$ cat src/rtl/spi_slave_regs.sv
// spi_slave_regs - SPI mode 0 responder with a byte-wide register bank.
//
// Frames are two bytes: {rw, addr[6:0]} followed by data (MOSI on writes,
// MISO on reads). Register 0 holds a read-only ID value; addresses at or
// above NUM_REGS are unmapped (writes ignored, reads return 0x00).
// All pin inputs are asynchronous and are oversampled in the clk domain.
//
// Ports:
//   clk        system clock
//   rst_n      synchronous active-low reset
//   cs_n       SPI chip select, active low (async)
//   sck        SPI clock, idle low (async)
//   mosi       master-out data (async)
//   miso       slave-out data
//   miso_oe    MISO drive enable while a frame is selected
//   regs_flat  register contents, reg i at [8i+7:8i]
//   wr_stb     one-cycle pulse on a register update
//   wr_addr    address of the last write
//   wr_data    data of the last write
//   rd_stb     one-cycle pulse when read data is latched
//   frame_done one-cycle pulse at the end of a 16-bit frame
//   frame_err  one-cycle pulse at the end of a malformed frame
module spi_slave_regs #(
   parameter int         NUM_REGS = 16,
   parameter logic [7:0] ID_VALUE = 8'hA5
) (
   input  logic                  clk,
   input  logic                  rst_n,
   input  logic                  cs_n,
   input  logic                  sck,
   input  logic                  mosi,
   output logic                  miso,
   output logic                  miso_oe,
   output logic [NUM_REGS*8-1:0] regs_flat,
   output logic                  wr_stb,
   output logic [6:0]            wr_addr,
   output logic [7:0]            wr_data,
   output logic                  rd_stb,
   output logic                  frame_done,
   output logic                  frame_err
);

   localparam int         AW         = (NUM_REGS > 1) ? $clog2(NUM_REGS) : 1;
   localparam logic [7:0] NUM_REGS_W = 8'(NUM_REGS);

   localparam logic [2:0] WAIT_CS = 3'd0;
   localparam logic [2:0] IDLE    = 3'd1;
   localparam logic [2:0] ADDR    = 3'd2;
   localparam logic [2:0] DATA    = 3'd3;
   localparam logic [2:0] OVER    = 3'd4;

   // Synchronizers are deliberately not reset: they must keep tracking the
   // pins during reset so WAIT_CS sees the true cs_n level on release.
   logic [2:0] cs_sync_reg;
   logic [2:0] sck_sync_reg;
   logic [1:0] mosi_sync_reg;

   always_ff @(posedge clk) begin
      cs_sync_reg   <= {cs_sync_reg[1:0], cs_n};
      sck_sync_reg  <= {sck_sync_reg[1:0], sck};
      mosi_sync_reg <= {mosi_sync_reg[0], mosi};
   end

   logic cs_level, cs_rise, cs_fall, sck_rise, sck_fall, mosi_bit;
   assign cs_level = cs_sync_reg[1];
   assign cs_rise  =  cs_sync_reg[1] & ~cs_sync_reg[2];
   assign cs_fall  = ~cs_sync_reg[1] &  cs_sync_reg[2];
   assign sck_rise =  sck_sync_reg[1] & ~sck_sync_reg[2];
   assign sck_fall = ~sck_sync_reg[1] &  sck_sync_reg[2];
   assign mosi_bit = mosi_sync_reg[1];

   logic [2:0] state_reg;
   logic [4:0] cnt_reg;
   logic [6:0] shift_reg;
   logic [7:0] rd_shift_reg;
   logic       rw_reg;
   logic [6:0] addr_reg;
   logic [7:0] regs_reg [NUM_REGS];

   // Byte completed by the current sck rise (7 held bits plus the new one).
   logic [7:0] byte_in;
   logic       addr_in_mapped;
   logic       addr_mapped;
   logic [7:0] rd_value;

   assign byte_in        = {shift_reg, mosi_bit};
   assign addr_in_mapped = {1'b0, byte_in[6:0]} < NUM_REGS_W;
   assign addr_mapped    = {1'b0, addr_reg} < NUM_REGS_W;

   always_comb begin
      rd_value = 8'h00;
      if (addr_in_mapped)
         rd_value = regs_reg[byte_in[AW-1:0]];
   end

   assign miso_oe = ((state_reg == ADDR) || (state_reg == DATA) ||
                     (state_reg == OVER)) && !cs_level;

   always_ff @(posedge clk) begin
      if (!rst_n) begin
         state_reg    <= WAIT_CS;
         cnt_reg      <= 5'd0;
         shift_reg    <= 7'd0;
         rd_shift_reg <= 8'd0;
         rw_reg       <= 1'b0;
         addr_reg     <= 7'd0;
         miso         <= 1'b0;
         wr_stb       <= 1'b0;
         rd_stb       <= 1'b0;
         frame_done   <= 1'b0;
         frame_err    <= 1'b0;
         wr_addr      <= 7'd0;
         wr_data      <= 8'd0;
         for (int i = 0; i < NUM_REGS; i++)
            regs_reg[i] <= (i == 0) ? ID_VALUE : 8'h00;
      end else begin
         wr_stb     <= 1'b0;
         rd_stb     <= 1'b0;
         frame_done <= 1'b0;
         frame_err  <= 1'b0;

         if (miso_oe_state(state_reg) && cs_rise) begin
            // cs_n rise closes the frame and masks any same-cycle sck edge.
            state_reg <= IDLE;
            miso      <= 1'b0;
            if (cnt_reg == 5'd16)
               frame_done <= 1'b1;
            else if (cnt_reg != 5'd0)
               frame_err <= 1'b1;
         end else begin
            case (state_reg)
               WAIT_CS: begin
                  miso <= 1'b0;
                  if (cs_level)
                     state_reg <= IDLE;
               end
               IDLE: begin
                  miso      <= 1'b0;
                  cnt_reg   <= 5'd0;
                  shift_reg <= 7'd0;
                  if (cs_fall)
                     state_reg <= ADDR;
               end
               ADDR: begin
                  miso <= 1'b0;
                  if (sck_rise) begin
                     shift_reg <= byte_in[6:0];
                     cnt_reg   <= cnt_reg + 5'd1;
                     if (cnt_reg == 5'd7) begin
                        rw_reg    <= byte_in[7];
                        addr_reg  <= byte_in[6:0];
                        state_reg <= DATA;
                        if (byte_in[7]) begin
                           rd_shift_reg <= rd_value;
                           rd_stb       <= 1'b1;
                        end
                     end
                  end
               end
               DATA: begin
                  if (sck_fall && rw_reg) begin
                     miso         <= rd_shift_reg[7];
                     rd_shift_reg <= {rd_shift_reg[6:0], 1'b0};
                  end
                  if (sck_rise) begin
                     shift_reg <= byte_in[6:0];
                     cnt_reg   <= cnt_reg + 5'd1;
                     if (cnt_reg == 5'd15) begin
                        state_reg <= OVER;
                        if (!rw_reg && addr_mapped && (addr_reg != 7'd0)) begin
                           regs_reg[addr_reg[AW-1:0]] <= byte_in;
                           wr_addr <= addr_reg;
                           wr_data <= byte_in;
                           wr_stb  <= 1'b1;
                        end
                     end
                  end
               end
               OVER: begin
                  miso <= 1'b0;
                  if (sck_rise && (cnt_reg != 5'd31))
                     cnt_reg <= cnt_reg + 5'd1;
               end
               default: state_reg <= WAIT_CS;
            endcase
         end
      end
   end

   function automatic logic miso_oe_state(input logic [2:0] s);
      return (s == ADDR) || (s == DATA) || (s == OVER);
   endfunction

   generate
      for (genvar gi = 0; gi < NUM_REGS; gi++) begin : g_flat
         assign regs_flat[8*gi +: 8] = regs_reg[gi];
      end
   endgenerate

endmodule

$ cat config.mk
export PLATFORM = sky130hd
export DESIGN_NAME = spi_slave_regs
export DESIGN_NICKNAME = d
export VERILOG_FILES = /design/src/rtl/spi_slave_regs.sv
export SDC_FILE = /design/constraint.sdc
export NUM_CORES = 1
export LEC_CHECK = 0
export BUFFER_PORTS_ARGS = -buffer_cell sky130_fd_sc_hd__buf_2
export CAP_MARGIN = 20
export CORE_ASPECT_RATIO = 0.75
export CORE_MARGIN = 10
export CORE_UTILIZATION = 45
export DETAILED_ROUTE_END_ITERATION = 8
export GPL_TIMING_DRIVEN = 0
export PLACE_DENSITY = 0.65
export SLEW_MARGIN = 20
export SYNTH_ARGS = -nofsm -noshare
export SYNTH_HDL_FRONTEND = slang
export SYNTH_SLANG_ARGS = --single-unit
$ cat constraint.sdc
create_clock -name clk -period 3.3 [get_ports clk]
set_input_delay 0.165 -clock clk [delete_from_list [all_inputs] [get_ports clk]]
set_output_delay 0.165 -clock clk [all_outputs]
set_load 0.01 [all_outputs]
==> impl_metrics.csv, run 1 <==
group,metric,value,unit
run_status,outcome,"completed",
global_route,antenna_found_initial,0,
critical_path,cp_max_fo,8,
cells_and_area,layout-drive-gt1-share,0.266,
floorplanning,placementRows,43,
clocking,clk_latency,0.44,ns
clocking,path_clk_slew,0.07,ns
synth,synthCells,687,
synth,syn_area_per_cell,12.2,µm²
power_and_ir_drop,p_leak,3.85,nW
synth,synth_edf_count,128,
routing,dr_total_vias,6249,
place,place_ws,0.0499,ns
floorplanning,ios,154,
cells_and_area,most-common-layout-cells,"buf_2, edfxtp_1, nor2_1, mux2i_1, and2_1",
clocking,root_buffer,"clkbuf_16",
routing,drc_errors,0,
clocking,cts_tree,"done",
place,gp_congestion,0.941,
global_route,grt_max_degree,18,
synth,synth-seq-cells,187,
synth,syn_area,8380,µm²
clocking,clock_path_buffers,2,
synth,ys_seq_area_frac,0.600,
timing,fin_crit,2.97,ns
timing,finalHoldViolations,0,
global_route,grt_use_total,0.202,
critical_path,cpLargestDelayFamily,"simple AND/OR/NAND/NOR gates",
cells_and_area,layout_commonest_cell,"buf_2",
timing,finalWorstSetupSlack,0.331,ns
global_route,grt_overflow,0,
timing,grt_setup_unrepaired,"false",
synth,yosysUniqueCellTypes,62,
timing,slew_violations,0,
synth,synth_top_area_frac,0.459,
routing,routed_wl,25.8,mm
synth,async_flop_share,0,
cells_and_area,area_growth,20.7,%
critical_path,start_kind,"register",
floorplanning,initial_core_util,0.455,
clocking,cts_buffers,17,
critical_path,cpMostUsedCell,"ha_1",
clocking,htreeDepth,4,
min_path,hp-class,"in -> reg",
synth,yosysWarnings,0,
synth,yosys.area.top_type,"edfxtp_1",
critical_path,crit_buf_inv,1,
cells_and_area,largest_register_ffs,128,
clocking,post_cts_resized,0,
critical_path,critPathMaxStageDelay,0.63,ns
critical_path,arrival,3.04,ns
clocking,clkSinkCount,187,
routing,drtIter0Drc,700,
timing,setup_viol,0,
floorplanning,die-height,138,µm
timing,fin_hold_ws,0.0948,ns
global_route,grt_first_pass_wirelength,37.2,mm
routing,vias_per_cell,5.54,
cells_and_area,nNetsFinal,877,
synth,ys.flop_type,"edfxtp_1",
timing,worst_pin_slew,0.911,ns
timing,max_freq,0.337,GHz
floorplanning,core_area,18400,µm²
critical_path,worstPathCellList,"ha_1 > and3_1 > ha_1 > nand3b_2 > or4b_1 > buf_4 > o21ai_1",
clocking,postCtsSetupRepairBufs,0,
run,max_cap_viol_count,0,
critical_path,required,3.37,ns
clocking,holdBufCountCts,3,
power_and_ir_drop,powerDensity,515,nW/µm²
cells_and_area,num_antenna_cells,0,
timing,fin_crit_sh,0.900,
routing,first_pass_iters,6,
power_and_ir_drop,peakVddDrop,0.328,mV
global_route,first_global_vias,5945,
timing,skew,0.00906,ns
critical_path,end_kind,"register",
synth,synthTopCellsByArea,"edfxtp_1, dfxtp_1, mux2i_1",
critical_path,cp_slowest_cell,"o21ai_1",
critical_path,critPathKind,"reg -> reg",
timing,slew-limit-headroom,0.389,
place,dp_hpwl,19.6,mm
floorplanning,dieWidth,178,µm
place,portBuffers,153,
power_and_ir_drop,power,0.00520,W
routing,ant_nets,0,
routing,wire_per_inst,22.8,µm
floorplanning,die_area,24500,µm²
final timing paths:
kind                           start                      endpoint  slack, ns  cells past startpoint
min reg2reg   cs_sync_reg[0]$_DFF_P_        cs_sync_reg[1]$_DFF_P_       0.33                      0
min                            rst_n                wr_stb$_DFF_P_       0.09                      3
max reg2reg  cnt_reg[1]$_SDFFE_PN0P_  regs_reg[1][3]$_SDFFCE_PN0P_       0.33                      7
max          cnt_reg[1]$_SDFFE_PN0P_  regs_reg[1][3]$_SDFFCE_PN0P_       0.33                      7
synthesized netlist by cell type, drive strengths merged, types with 2 or more instances:
master	instances
nand4	2
inv	7
or4	3
or2	2
nor3	7
and2	65
a21oi	8
nand2b	16
dfxtp	59
mux4	4
conb	2
a31oi	8
o211ai	2
nand3	11
mux2i	88
a22oi	28
or3	2
o21ai	26
nand3b	3
nand2	18
and3	3
xor2	2
ha	4
nor2	106
nor3b	5
nor2b	2
and3b	2
clkbuf	28
nor4	4
edfxtp	128
a32oi	8
and2b	3
buf	18
or2b	2
worst register-to-register path: cells and delay by family, from the launching register on:
kind / cells / cell delay (ns)
AOI/OAI and AO/OA: 1 / 0.63
buffers and inverters: 1 / 0.21
adders and majority gates: 2 / 0.44
and+or+nand+nor: 3 / 0.94
DFF: 1 / 0.37
logic make-up (layout without fill, tap and decap cells):
kind of cell               count (synthesis)  count (layout)  share of synthesized area
buffers and inverters                     53             241                     0.0293
and+or+nand+nor                          261             261                      0.173
muxes                                     92              92                      0.116
xor gates and xnor gates                   3               3                    0.00314
other                                      2               8                   0.000897
AOI/OAI and AO/OA                         85              85                     0.0720
adders and majority gates                  4               4                    0.00598
DFF                                      187             187                      0.600
where the power goes:
group	leakage (nW)	switching [W]	internal, W
clock network	0.312	0.000917	0.00120
logic	1.85	0.000268	0.000160
registers	1.70	0.0000679	0.00260
metrics by stage:
stage          setup TNS [ns]  utilization  cell area [µm²]  instances
5_1_grt                     0        0.550            10100       1128
2_1_floorplan               0            -             8400        693
3_3_place_gp           -0.235        0.515             9470       1093
6_report                    0        0.550            10100       1128
4_1_cts                     0        0.550            10100       1128
3_5_place_dp                0        0.515             9470       1093
routing by layer:
metal / GRT usage / part of all wire / up-vias / wire length [µm]
met5: 0 / 0 / - / 0
met4: 0.0355 / 0.0060 / 0 / 154
met2: 0.278 / 0.41 / 358 / 10600
li1: - / - / 2847 / -
met1: 0.296 / 0.46 / 3030 / 11800
met3: 0.0754 / 0.12 / 14 / 3180
area by class of cell:
class / count / area, µm²
Fill cell: 1675 / 8290
Clock inverter: 12 / 119
Multi-Input combinational cell: 453 / 3130
Inverter: 7 / 28.8
Sequential cell: 187 / 5020
Tap cell: 247 / 309
Buffer: 46 / 218
Clock buffer: 20 / 489
Timing Repair Buffer: 156 / 796
Note: power is estimated with default switching activity, not from simulation.
==> inputs of run 2 (changes only) <==
--- a/config.mk
+++ b/config.mk
@@ -12,6 +12,7 @@
 export CORE_UTILIZATION = 45
 export DETAILED_ROUTE_END_ITERATION = 8
 export GPL_TIMING_DRIVEN = 0
+export HOLD_SLACK_MARGIN = 0.12
 export PLACE_DENSITY = 0.65
 export SLEW_MARGIN = 20
 export SYNTH_ARGS = -nofsm -noshare
==> run 2 against run 1 <==
  * Worst setup slack is essentially flat
  * Worst hold slack gained 0.23 ns
  * Critical path depth is the same
  * Die area is the same
  * Cell area is essentially flat
  * Count of clock-buffer cells in the layout is the same
  * Critical path type unchanged
  * Largest cell class unchanged
==> impl_metrics.csv, run 2 (synthesis gave the netlist of run 1 again) <==
group,metric,value,unit
clocking,path_clk_slew,0.07,ns
place,dp_hpwl,19.6,mm
run_status,outcome,"completed",
critical_path,start_kind,"register",
critical_path,critPathLaunch,"cnt_reg[1]$_SDFFE_PN0P_",
routing,ant_nets,0,
timing,fin_hold_ws,0.329,ns
timing,slew_violations,0,
critical_path,cpLargestDelayFamily,"simple AND/OR/NAND/NOR gates",
critical_path,arrival,3.03,ns
global_route,grt_use_total,0.202,
timing,worst_pin_slew,0.922,ns
routing,dr_total_vias,6273,
routing,routed_wl,25.8,mm
timing,setup_viol,0,
critical_path,critPathKind,"reg -> reg",
routing,wire_per_inst,22.9,µm
critical_path,cp_max_fo,8,
floorplanning,die-height,138,µm
timing,grt_setup_unrepaired,"false",
place,gp_congestion,0.941,
floorplanning,ios,154,
timing,finalHoldViolations,0,
clocking,postCtsSetupRepairBufs,0,
timing,skew,0.0106,ns
critical_path,cpMostUsedCell,"ha_1",
timing,max_freq,0.337,GHz
timing,fin_crit_sh,0.900,
power_and_ir_drop,p_leak,3.86,nW
min_path,min_from,"cs_sync_reg[0]$_DFF_P_",
critical_path,r2r-start,"cnt_reg[1]$_SDFFE_PN0P_",
min_path,hp-class,"reg -> reg",
critical_path,cp_slowest_cell,"o21ai_1",
floorplanning,core_area,18400,µm²
routing,drc_errors,0,
clocking,clkSinkCount,187,
floorplanning,placementRows,43,
cells_and_area,most-common-layout-cells,"buf_2, edfxtp_1, nor2_1, mux2i_1, and2_1",
global_route,antenna_found_initial,0,
timing,fin_crit,2.97,ns
cells_and_area,area_growth,20.9,%
cells_and_area,largest_register_ffs,128,
power_and_ir_drop,peakVddDrop,0.326,mV
power_and_ir_drop,powerDensity,514,nW/µm²
clocking,clock_path_buffers,2,
cells_and_area,nNetsFinal,878,
cells_and_area,layout-drive-gt1-share,0.265,
clocking,clk_latency,0.44,ns
global_route,grt_max_degree,18,
global_route,grt_first_pass_wirelength,37.3,mm
global_route,first_global_vias,5956,
global_route,grt_overflow,0,
place,portBuffers,153,
cells_and_area,layout_commonest_cell,"buf_2",
timing,slew-limit-headroom,0.381,
routing,first_pass_iters,5,
floorplanning,initial_core_util,0.455,
timing,finalWorstSetupSlack,0.331,ns
timing,setup_tns,0,ns
place,place_ws,0.0499,ns
critical_path,worstPathCellList,"ha_1 > and3_1 > ha_1 > nand3b_2 > or4b_1 > buf_4 > o21ai_1",
run,max_cap_viol_count,0,
routing,drtIter0Drc,734,
cells_and_area,num_antenna_cells,0,
clocking,cts_tree,"done",
clocking,root_buffer,"clkbuf_16",
clocking,cts_buffers,17,
critical_path,required,3.36,ns
floorplanning,dieWidth,178,µm
routing,vias_per_cell,5.56,
floorplanning,die_area,24500,µm²
critical_path,crit_buf_inv,1,
critical_path,critPathMaxStageDelay,0.63,ns
clocking,htreeDepth,4,
critical_path,end_kind,"register",
[run 2: cell count changes in the layout (fill, tap and decap cells not counted), sizes merged]
cell / previous run / this run
dlygate4sd3: 3 / 4
[run 2: final timing paths]
kind	to	cells after the start	slack (ns)
max reg2reg	regs_reg[1][3]$_SDFFCE_PN0P_	7	0.33
max	regs_reg[1][3]$_SDFFCE_PN0P_	7	0.33
min	cs_sync_reg[1]$_DFF_P_	0	0.33
min reg2reg	cs_sync_reg[1]$_DFF_P_	0	0.33
[run 2: metal layers]
layer | share of wire | routed length, µm | GRT usage | vias up
met2 | 0.41 | 10700 | 0.278 | 352
met1 | 0.46 | 11900 | 0.296 | 3062
met3 | 0.12 | 2990 | 0.0754 | 22
met4 | 0.0076 | 197 | 0.0363 | 0
li1 | - | - | - | 2837
met5 | 0 | 0 | 0 | -
[run 2: area by class of cell]
class,instances,area [µm²]
Inverter,7,28.8
Fill cell,1671,8280
Timing Repair Buffer,157,806
Buffer,46,218
Clock buffer,20,489
Clock inverter,12,119
Tap cell,247,309
Sequential cell,187,5020
Multi-Input combinational cell,453,3130
[run 2: power breakdown]
part | leakage [nW] | switching (W) | internal, W
clock network | 0.312 | 0.000916 | 0.00120
logic | 1.85 | 0.000269 | 0.000161
registers | 1.70 | 0.0000676 | 0.00260
total | 3.86 | 0.00125 | 0.00395
[run 2: through the flow]
stage               power [W]  instance area [µm²]   util  cells
floorplan             0.00294                 8400      -    693
global placement      0.00313                 9470  0.515   1093
detailed placement    0.00314                 9470  0.515   1093
CTS                   0.00521                10100  0.550   1129
global route          0.00533                10100  0.550   1129
finish                0.00520                10100  0.550   1129
[run 2: what timing repair did]
item | 4_1_cts | 5_1_grt
resized for setup | 0 | 0
hold buffers | 4 | 0
hold endpoints to repair | 4 | 0
==> inputs of run 3 (changes only) <==
--- a/config.mk
+++ b/config.mk
@@ -9,11 +9,11 @@
 export CAP_MARGIN = 20
 export CORE_ASPECT_RATIO = 0.75
 export CORE_MARGIN = 10
-export CORE_UTILIZATION = 45
+export CORE_UTILIZATION = 50
 export DETAILED_ROUTE_END_ITERATION = 8
 export GPL_TIMING_DRIVEN = 0
 export HOLD_SLACK_MARGIN = 0.12
-export PLACE_DENSITY = 0.65
+export PLACE_DENSITY = 0.71
 export SLEW_MARGIN = 20
 export SYNTH_ARGS = -nofsm -noshare
 export SYNTH_HDL_FRONTEND = slang
==> run 3 against run 2 <==
  * Clock skew down 0.0022 ns
  * First-iteration DRC count up 28%
  * Worst setup slack better by 0.0033 ns
  * Total power down 1.4%
  * Via count up 2.3%
  * Critical path depth unchanged
  * Sequential share of layout area up 0.36 points
  * Fmax up 0.11%
  * Cell area down 0.72%
  * Final cell count down 3.3%
  * Die area down 8.7%
  * Critical path type unchanged
  * Largest cell class unchanged
==> impl_metrics.csv, run 3 (synthesis gave the netlist of run 1 again) <==
group,metric,value,unit
run_status,outcome,"completed",
power_and_ir_drop,pwr-share-comb,0.084,
critical_path,end_kind,"register",
floorplanning,ios,154,
timing,worst_pin_slew,1.03,ns
clocking,htreeDepth,4,
clocking,cts_buffers,17,
critical_path,cp_max_fo,8,
floorplanning,initial_core_util,0.517,
min_path,hp-class,"reg -> reg",
global_route,grt_max_degree,18,
routing,dr_total_vias,6418,
timing,setup_tns,0,ns
cells_and_area,layout_commonest_cell,"buf_2",
critical_path,arrival,3.03,ns
cells_and_area,most-common-layout-cells,"buf_2, edfxtp_1, nor2_1, mux2i_1, and2_1",
cells_and_area,stdcell_area,10000,µm²
cells_and_area,area_growth,20.0,%
global_route,grt_first_pass_wirelength,38.0,mm
routing,vias_per_cell,5.88,
timing,fin_crit,2.97,ns
global_route,grt_use_total,0.222,
timing,max_freq,0.337,GHz
critical_path,start_kind,"register",
floorplanning,core_area,16200,µm²
clocking,cts_tree,"done",
power_and_ir_drop,p_leak,3.82,nW
floorplanning,die_area,22400,µm²
global_route,antenna_found_initial,0,
clocking,clkSinkCount,187,
critical_path,r2r-start,"cnt_reg[1]$_SDFFE_PN0P_",
routing,wire_per_inst,23.4,µm
routing,first_pass_iters,5,
cells_and_area,num_antenna_cells,0,
floorplanning,placementRows,40,
timing,grt_setup_unrepaired,"false",
power_and_ir_drop,p_int,0.00393,W
critical_path,r2r_end,"regs_reg[1][4]$_SDFFCE_PN0P_",
power_and_ir_drop,switching_share,0.233,
cells_and_area,largest_register_ffs,128,
cells_and_area,nNetsFinal,878,
place,placed_cell_area,9430,µm²
critical_path,cp-endpoint,"regs_reg[1][4]$_SDFFCE_PN0P_",
timing,slew_violations,0,
place,gp_congestion,0.983,
critical_path,ff2ff_path_depth,7,
timing,setup_viol,0,
critical_path,required,3.36,ns
global_route,grt_overflow,0,
timing,fin_hold_ws,0.330,ns
clocking,root_buffer,"clkbuf_16",
clocking,clk_latency,0.43,ns
floorplanning,dieWidth,169,µm
routing,ant_nets,0,
place,portBuffers,153,
clocking,clock_path_buffers,2,
critical_path,critPathKind,"reg -> reg",
clocking,post_cts_resized,0,
global_route,first_global_vias,6324,
timing,skew,0.00838,ns
routing,routed_wl,25.6,mm
clocking,path_clk_slew,0.06,ns
power_and_ir_drop,seq_power_share,0.520,
timing,fin_crit_sh,0.899,
run,max_cap_viol_count,0,
power_and_ir_drop,p_sw,0.00120,W
power_and_ir_drop,clock_power_share,0.397,
timing,finalHoldViolations,0,
power_and_ir_drop,powerDensity,511,nW/µm²
cells_and_area,fin_util,0.620,
routing,drc_errors,0,
floorplanning,die-height,132,µm
routing,drtIter0Drc,941,
critical_path,r2r_setup_slack,0.33,ns
power_and_ir_drop,peakVddDrop,0.350,mV
cells_and_area,layout-drive-gt1-share,0.257,
cells_and_area,fill_cells,1276,
critical_path,critPathLaunch,"cnt_reg[1]$_SDFFE_PN0P_",
place,dp_hpwl,19.7,mm
timing,slew-limit-headroom,0.314,
## run 3: power by group through the flow
stage                     Sequential (W)  Combinational [W]  Clock, W
after floorplan                  0.00274           0.000204         0
after global placement           0.00271           0.000416         0
after detailed placement         0.00271           0.000422         0
after CTS                        0.00266           0.000427   0.00204
after global routing             0.00267           0.000458   0.00214
final                            0.00267           0.000429   0.00204
## run 3: critical path: stages, from the launching register on
cell and delay [ns]:
dfxtp_1 0.38, ha_1 0.20, and3_1 0.21, ha_1 0.22
nand3b_2 0.19, or4b_1 0.54, buf_4 0.21, o21ai_1 0.66
## run 3: area by class of cell
type / instances / area, µm² / share of cell area
sequential: 187 / 5020 / 0.500
clock buffer: 18 / 429 / 0.0427
clock inverter: 14 / 154 / 0.0153
inverter: 7 / 28.8 / 0.00286
buffer: 46 / 216 / 0.0215
multi-input combinational: 453 / 3130 / 0.311
tap: 210 / 263 / 0.0261
timing repair buffer: 157 / 806 / 0.0802
## run 3: stage by stage
stage	cells	power, W	worst slack, ns
after CTS	1092	0.00513	0.0417
after global routing	1092	0.00527	0.192
final	1092	0.00513	0.334
after detailed placement	1056	0.00314	0.0433
after floorplan	693	0.00294	0.550
after global placement	1056	0.00312	0.124
## run 3: per-layer routing
layer,global-route usage,routed length (µm),share of wire
met3,0.0828,3420,0.13
met5,0,0,0
met1,0.315,10900,0.42
met4,0.0746,574,0.022
met2,0.304,10700,0.42
## run 3: what timing repair did
item | 4_1_cts | 5_1_grt
setup buffers | 0 | 0
setup endpoints to repair | 0 | 0
hold buffers | 4 | 0
hold endpoints to repair | 4 | 0
## run 3: worst min path at each step
stage,start,end,cells past startpoint
floorplan,cs_n,cs_sync_reg[0]$_DFF_P_,0
global placement,sck,sck_sync_reg[0]$_DFF_P_,1
detailed placement,sck,sck_sync_reg[0]$_DFF_P_,1
CTS,sck_sync_reg[0]$_DFF_P_,sck_sync_reg[1]$_DFF_P_,0
global route,cs_sync_reg[0]$_DFF_P_,cs_sync_reg[1]$_DFF_P_,0
finish,cs_sync_reg[0]$_DFF_P_,cs_sync_reg[1]$_DFF_P_,0
